==> src/rtl/request_recorder_ctrl_pkg.sv <==
// Shared constants and record layout for the request-recorder tag controller.
package request_recorder_ctrl_pkg;

  // Tag pool size equals the recorder RAM depth.
  localparam int unsigned REQ_TAG_NUM = 32;
  localparam int unsigned REQ_TAG_W   = $clog2(REQ_TAG_NUM);
  localparam int unsigned REQ_REC_W   = 16;

  // Fields captured for each outbound non-posted request.
  typedef struct packed {
    logic [2:0] axi_id;
    logic [7:0] axi_len;
    logic [2:0] axi_size;
    logic [1:0] burst;
  } req_record_t;

  // Flatten a record into the RAM data word.
  function automatic logic [REQ_REC_W-1:0] pack_record(input req_record_t rec);
    return rec;
  endfunction

  // Recover the record fields from a RAM data word.
  function automatic req_record_t unpack_record(input logic [REQ_REC_W-1:0] word);
    return req_record_t'(word);
  endfunction

endpackage

==> src/rtl/request_recorder_ctrl_tag_free_finder.sv <==
// Lowest-index clear-bit priority encoder over the tag allocation bitmap.
module tag_free_finder #(
  parameter int unsigned NUM = 32,
  parameter int unsigned W   = $clog2(NUM)
) (
  input  logic [NUM-1:0] bitmap,
  output logic [W-1:0]   tag,
  output logic           any_free
);

  // Scan from the top down so the lowest clear bit is the last one written.
  always_comb begin
    tag      = '0;
    any_free = 1'b0;
    for (int i = NUM - 1; i >= 0; i--) begin
      if (!bitmap[i]) begin
        tag      = W'(i);
        any_free = 1'b1;
      end
    end
  end

endmodule

==> src/rtl/request_recorder_ctrl.sv <==
// Tag allocator and lookup sequencer for the request-recorder dual-port RAM.
// Tags are granted to outbound requests, records are stored at the tag address,
// and a tag is only returned to the pool once its final record is consumed.
module request_recorder_ctrl
  import request_recorder_ctrl_pkg::*;
#(
  parameter int unsigned TAG_NUM = REQ_TAG_NUM,
  parameter int unsigned TAG_W   = $clog2(TAG_NUM),
  parameter int unsigned REC_W   = REQ_REC_W
) (
  input  logic             clk,
  input  logic             rst,
  // Allocation side
  input  logic             alloc_valid,
  input  logic [REC_W-1:0] alloc_record,
  output logic             alloc_ready,
  output logic [TAG_W-1:0] alloc_tag,
  // Completion lookup side
  input  logic             cpl_valid,
  input  logic [TAG_W-1:0] cpl_tag,
  input  logic             cpl_last,
  output logic             cpl_ready,
  // Record output stage
  output logic             rec_valid,
  input  logic             rec_ready,
  output logic [TAG_W-1:0] rec_tag,
  output logic [REC_W-1:0] rec_data,
  output logic             rec_last,
  // Recorder RAM
  output logic             ram_wr_en,
  output logic [TAG_W-1:0] ram_wr_addr,
  output logic [REC_W-1:0] ram_wr_data,
  output logic [TAG_W-1:0] ram_rd_addr,
  input  logic [REC_W-1:0] ram_rd_data,
  // Status
  output logic [TAG_W:0]   outstanding,
  output logic             full,
  output logic             empty,
  output logic             err_unalloc
);

  localparam logic [TAG_W:0] FullCount = (TAG_W + 1)'(TAG_NUM);
  localparam logic [TAG_W:0] OneCount  = (TAG_W + 1)'(1);

  logic [TAG_NUM-1:0] bitmap_q, bitmap_d;
  logic [TAG_W:0]     outstanding_q, outstanding_d;
  logic               rec_valid_q, rec_valid_d;
  logic [TAG_W-1:0]   rec_tag_q, rec_tag_d;
  logic               rec_last_q, rec_last_d;
  logic               err_q, err_d;
  logic [TAG_W-1:0]   rd_addr_q, rd_addr_d;

  logic [TAG_W-1:0]   free_tag;
  logic               any_free;
  logic               alloc_hs;
  logic               cpl_hs;
  logic               cpl_hit;
  logic               rec_take;
  logic               rel_fire;

  tag_free_finder #(
    .NUM (TAG_NUM),
    .W   (TAG_W)
  ) u_finder (
    .bitmap   (bitmap_q),
    .tag      (free_tag),
    .any_free (any_free)
  );

  // Handshake decode and combinational outputs.
  always_comb begin
    full        = (outstanding_q == FullCount);
    empty       = (outstanding_q == '0);
    outstanding = outstanding_q;

    // any_free mirrors !full; kept so a counter/bitmap disagreement never grants a used tag.
    alloc_ready = !full && any_free;
    alloc_tag   = free_tag;
    alloc_hs    = alloc_valid && alloc_ready;

    ram_wr_en   = alloc_hs;
    ram_wr_addr = free_tag;
    ram_wr_data = alloc_record;

    cpl_ready   = !rec_valid_q || rec_ready;
    cpl_hs      = cpl_valid && cpl_ready;
    cpl_hit     = bitmap_q[cpl_tag];

    // Hold the read address while stalled so the RAM output stays put.
    ram_rd_addr = cpl_hs ? cpl_tag : rd_addr_q;

    rec_valid   = rec_valid_q;
    rec_tag     = rec_tag_q;
    rec_last    = rec_last_q;
    rec_data    = ram_rd_data;
    err_unalloc = err_q;

    rec_take    = rec_valid_q && rec_ready;
    rel_fire    = rec_take && rec_last_q;
  end

  // Next-state for the output stage, error pulse and held read address.
  always_comb begin
    rec_valid_d = rec_valid_q;
    rec_tag_d   = rec_tag_q;
    rec_last_d  = rec_last_q;
    err_d       = 1'b0;
    rd_addr_d   = rd_addr_q;

    if (cpl_hs) begin
      rd_addr_d   = cpl_tag;
      rec_valid_d = cpl_hit;
      err_d       = !cpl_hit;
      if (cpl_hit) begin
        rec_tag_d  = cpl_tag;
        rec_last_d = cpl_last;
      end
    end else if (rec_take) begin
      rec_valid_d = 1'b0;
    end
  end

  // Next-state for the allocation bitmap and outstanding counter.
  always_comb begin
    bitmap_d      = bitmap_q;
    outstanding_d = outstanding_q;

    // The grant comes from the pre-release bitmap, so set and clear never hit the same bit.
    if (alloc_hs) begin
      bitmap_d[free_tag] = 1'b1;
    end
    if (rel_fire) begin
      bitmap_d[rec_tag_q] = 1'b0;
    end

    unique case ({alloc_hs, rel_fire})
      2'b10:   outstanding_d = outstanding_q + OneCount;
      2'b01:   outstanding_d = outstanding_q - OneCount;
      default: outstanding_d = outstanding_q;
    endcase
  end

  // State registers with synchronous reset; RAM contents are left alone.
  always_ff @(posedge clk) begin
    if (rst) begin
      bitmap_q      <= '0;
      outstanding_q <= '0;
      rec_valid_q   <= 1'b0;
      rec_tag_q     <= '0;
      rec_last_q    <= 1'b0;
      err_q         <= 1'b0;
      rd_addr_q     <= '0;
    end else begin
      bitmap_q      <= bitmap_d;
      outstanding_q <= outstanding_d;
      rec_valid_q   <= rec_valid_d;
      rec_tag_q     <= rec_tag_d;
      rec_last_q    <= rec_last_d;
      err_q         <= err_d;
      rd_addr_q     <= rd_addr_d;
    end
  end

endmodule

==> config.mk <==
export PLATFORM = sky130hd
export DESIGN_NAME = request_recorder_ctrl
export DESIGN_NICKNAME = d
export VERILOG_FILES = /design/src/rtl/request_recorder_ctrl_pkg.sv /design/src/rtl/request_recorder_ctrl_tag_free_finder.sv /design/src/rtl/request_recorder_ctrl.sv
export SDC_FILE = /design/constraint.sdc
export NUM_CORES = 1
export LEC_CHECK = 0
export ABC_AREA = 1
export ABC_CLOCK_PERIOD_IN_PS = 3300
export CAP_MARGIN = 40
export CORE_MARGIN = 2
export CORE_UTILIZATION = 30
export CTS_CLUSTER_DIAMETER = 40
export CTS_CLUSTER_SIZE = 28
export DETAILED_ROUTE_END_ITERATION = 8
export PLACE_DENSITY = 0.55
export SLEW_MARGIN = 40
export SYNTH_ARGS = -nofsm -noshare
export SYNTH_HDL_FRONTEND = slang
export SYNTH_SLANG_ARGS = --single-unit
==> constraint.sdc <==
create_clock -name clk -period 3.3 [get_ports clk]
set_input_delay 0.33 -clock clk [delete_from_list [all_inputs] [get_ports clk]]
set_output_delay 0.33 -clock clk [all_outputs]
set_load 0.01 [all_outputs]
==> reports/summary.log <==
INFO  sta            rsz0062_at_grt=false
INFO  clocking       tritoncts_clock_tree=built
INFO  final_layout   synthToLayoutAreaGrowth=14.2%
INFO  die            die_h=109um
INFO  final_layout   layout_commonest_cell=sky130_fd_sc_hd__nand2_1
INFO  global_routing grt_start_max_net_pins=31
INFO  placed_design  dp_hpwl=7530um
INFO  setup_path     crit_type=reg2reg
INFO  power_and_ir_drop power_density=340mW/mm^2
INFO  yosys          synthDominantAreaCellType=sky130_fd_sc_hd__dfxtp_1
INFO  global_routing globalRouteTotalUtil=0.183
INFO  die            rows=38
INFO  die            die_width=109um
INFO  yosys          postSynthRegisterBits=51
INFO  sta            final_report_hold_violation_count=0
INFO  final_layout   antennaDiodeCount=0
INFO  final_layout   mostFrequentLayoutCells=sky130_fd_sc_hd__nand2_1 (72), sky130_fd_sc_hd__inv_1 (70), sky130_fd_sc_hd__nor2_1 (64), sky130_fd_sc_hd__o21ai_0 (54)
INFO  yosys          synth_largest_type_area_fraction=0.308
INFO  yosys          synth-async-reset-ratio=0
INFO  yosys          ys_types=28
INFO  clocking       tritoncts_num_sinks=51
INFO  yosys          postSynthAreaPerCell=6.42um^2
INFO  die            boundaryPins=109
INFO  sta            fin_crit_sh=0.907
INFO  drt            drtIter0Drc=237
INFO  yosys          ys_seq_area_frac=0.308
INFO  clocking       path_clk_slew=110ps
INFO  drt            detail-route-antenna-nets=0
INFO  setup_path     max_incr_delay_on_cp=430ps
INFO  sta            timing_worst_slew_pin_value=832ps
INFO  placed_design  post-place-cells=659
INFO  sta            finalMaxSlewViolations=0
INFO  clocking       holdBufCountCts=0
INFO  sta            setup_tns=0ps
INFO  setup_path     start_kind=flip-flop
INFO  sta            fin_skew=15.2ps
INFO  drt            route.final.wire_length=10,400um
INFO  status         outcome=completed
INFO  drt            via_per_inst=5.02
INFO  yosys          postSynthNetCount=563
INFO  final_layout   layout-drive-gt1-share=0.0759
INFO  global_routing grt_pass1_vias=3,152
INFO  setup_path     crit_path_cell_trace=inv_1 > nor3_1 > nand2_1 > nor2_2 > a21oi_1 > nand2_2 > ha_2 > nor2_1 > nor2_1 > inv_1 > o22ai_1 > a21oi_1 > nor2_1 > nand2_1 > o31ai_1 > o211ai_1 > o21ai_0 > a21oi_1
INFO  min_path       worstHoldPathType=reg2reg
INFO  global_routing wire_length_of_the_first_global_routing_pass=16,600um
INFO  yosys          synth-warning-count=0
INFO  sta            fmaxAchievable=334MHz
INFO  clocking       cts-buffers-inserted=5
INFO  placed_design  globalplace.congestion=0.943
INFO  job            maxCapViolations=0
INFO  setup_path     cp.buffers_inverters=2
INFO  power_and_ir_drop ir_worst_vdd=0.171mV
INFO  yosys          synth_ff_type=sky130_fd_sc_hd__dfxtp_1
INFO  global_routing globalRouteOverflowTotal=0
INFO  yosys          mappedNetlistArea=0.00332mm^2
INFO  drt            routed_wire_length_per_instance=15.5um
INFO  power_and_ir_drop p_leak=0.00138uW
INFO  clocking       cts-root-buf=sky130_fd_sc_hd__clkbuf_8
INFO  setup_path     required_worst_endpoint=3520ps
INFO  die            core_area=0.0108mm^2
INFO  placed_design  placement.io_buffers=44
INFO  sta            max_slew_headroom=0.443
INFO  die            die_area=0.0119mm^2
INFO  drt            drt_drc_violations_left=0
INFO  yosys          synth_edf_count=0
INFO  setup_path     worst_setup_path_end_kind=flip-flop
INFO  clocking       post_cts.repair.setup_buffers=0
INFO  final_layout   finish.net_count=572
INFO  setup_path     cp_top_family=simple AND/OR/NAND/NOR gates
INFO  clocking       ctsLongestPathBuffers=2
INFO  yosys          synthTopCellsByArea=sky130_fd_sc_hd__dfxtp_1 (31%), sky130_fd_sc_hd__buf_4 (8.4%), sky130_fd_sc_hd__nand2_1 (8.3%)
INFO  drt            num_vias=3,350
INFO  clocking       clock_tree.htree_level_count=2
INFO  final_layout   final-instance-count-excl-fill=667
INFO  die            initial_core_utilization=0.306
INFO  setup_path     crit_arrival=3210ps
INFO  yosys          synthCells=517
INFO  drt            dr.pass1.iters=5
INFO  setup_path     timing.critical_path.slowest_stage_cell=sky130_fd_sc_hd__dfxtp_1
INFO  sta            period_needed=2990ps
INFO  clocking       cts.repair.resized=0
INFO  setup_path     timing.critical_path.fanout_max=6
INFO  sta            total_of_endpoints_with_negative_setup_slack_in_the_final_report=0
INFO  global_routing initial_antenna_violation_count=0
INFO  clocking       worstSkewPairLatency=330ps
path summary, 6_finish.rpt:
| path | startpoint | endpoint | slack [ps] | cells after the start |
|---|---|---|---|---|
| worst max-delay path | bitmap_q[5] | outstanding[5] | 310 | 18 |
| worst min register to register | bitmap_q[0] | bitmap_q[0] | 480 | 2 |
| worst min-delay path | bitmap_q[0] | bitmap_q[0] | 480 | 2 |
| worst max register to register | bitmap_q[5] | outstanding[5] | 310 | 18 |
layout make-up:
| class | instances | area (um^2) |
|---|---|---|
| multi-input cells | 341 | 1710 |
| clock inverters | 3 | 27.5 |
| inverters | 75 | 284 |
| clock buffers | 5 | 68.8 |
| flip-flops and latches | 51 | 1020 |
| well taps | 140 | 175 |
| repair buffers | 52 | 505 |
| fillers | 1237 | 7050 |
sequential cells by signal, indices dropped and copies added (netlist names):
| name | count |
|---|---|
| err_unalloc | 1 |
| rec_tag | 5 |
| rec_valid | 1 |
| rd_addr_q | 5 |
| rec_last | 1 |
| outstanding | 6 |
| bitmap_q | 32 |
cell families (layout without fill, tap and decap cells):
family | Yosys count | after routing | share of synthesized area
fa+ha+maj | 3 | 3 | 0.0113
buf+inv | 125 | 135 | 0.184
simple gates | 211 | 211 | 0.287
xor+xnor | 4 | 4 | 0.0106
flops | 51 | 51 | 0.308
compound gates | 123 | 123 | 0.200
report_power, final:
part           internal, uW  switching [uW]
Clock                   158             243
Combinational          99.4             136
Sequential              635            20.2
Total                   892             399
synthesized netlist by cell type (2+ instances only):
cell	number
sky130_fd_sc_hd__nand2_1	73
sky130_fd_sc_hd__a31oi_1	2
sky130_fd_sc_hd__nand4_1	16
sky130_fd_sc_hd__nor4_1	3
sky130_fd_sc_hd__nand2_2	2
sky130_fd_sc_hd__ha_1	3
sky130_fd_sc_hd__clkbuf_1	11
sky130_fd_sc_hd__o21a_1	7
sky130_fd_sc_hd__buf_4	37
sky130_fd_sc_hd__o211ai_1	8
sky130_fd_sc_hd__nor2_1	65
sky130_fd_sc_hd__nand2_4	3
sky130_fd_sc_hd__o21ai_0	54
sky130_fd_sc_hd__or2_2	5
sky130_fd_sc_hd__buf_2	2
sky130_fd_sc_hd__dfxtp_1	51
sky130_fd_sc_hd__xnor2_1	3
sky130_fd_sc_hd__inv_1	70
sky130_fd_sc_hd__nor3_1	20
sky130_fd_sc_hd__nand3_1	22
sky130_fd_sc_hd__a21oi_1	49
sky130_fd_sc_hd__inv_2	5
worst register-to-register path, cell delays in order, from the launching register on:
cell                       delay [ps]
sky130_fd_sc_hd__dfxtp_1          430
sky130_fd_sc_hd__inv_1            100
sky130_fd_sc_hd__nor3_1           290
sky130_fd_sc_hd__nand2_1          180
sky130_fd_sc_hd__nor2_2           170
sky130_fd_sc_hd__a21oi_1          130
sky130_fd_sc_hd__nand2_2          150
sky130_fd_sc_hd__ha_2             270
sky130_fd_sc_hd__nor2_1            50
sky130_fd_sc_hd__nor2_1           210
sky130_fd_sc_hd__inv_1             90
sky130_fd_sc_hd__o22ai_1          120
sky130_fd_sc_hd__a21oi_1           90
sky130_fd_sc_hd__nor2_1           100
sky130_fd_sc_hd__nand2_1           70
sky130_fd_sc_hd__o31ai_1           80
sky130_fd_sc_hd__o211ai_1         140
sky130_fd_sc_hd__o21ai_0          170
sky130_fd_sc_hd__a21oi_1           50
layer usage:
metal / up-vias / wire (um) / global-route usage
met5: - / 0 / 0
met2: 140 / 4560 / 0.281
met1: 1514 / 4790 / 0.255
met4: 0 / 220 / 0.0624
met3: 17 / 790 / 0.0341
li1: 1679 / - / -
stage by stage:
stage	power [uW]	setup slack, ps	cell area [um^2]	utilization	hold slack (ps)
final	1290	306	3790	0.350	478
after floorplan	831	463	3320	-	452
after CTS	1310	15.1	3760	0.347	480
after detailed placement	901	154	3670	0.338	463
after global placement	900	292	3670	0.338	459
after global routing	1360	17.6	3790	0.350	497
(Power assumes the default switching activity.)
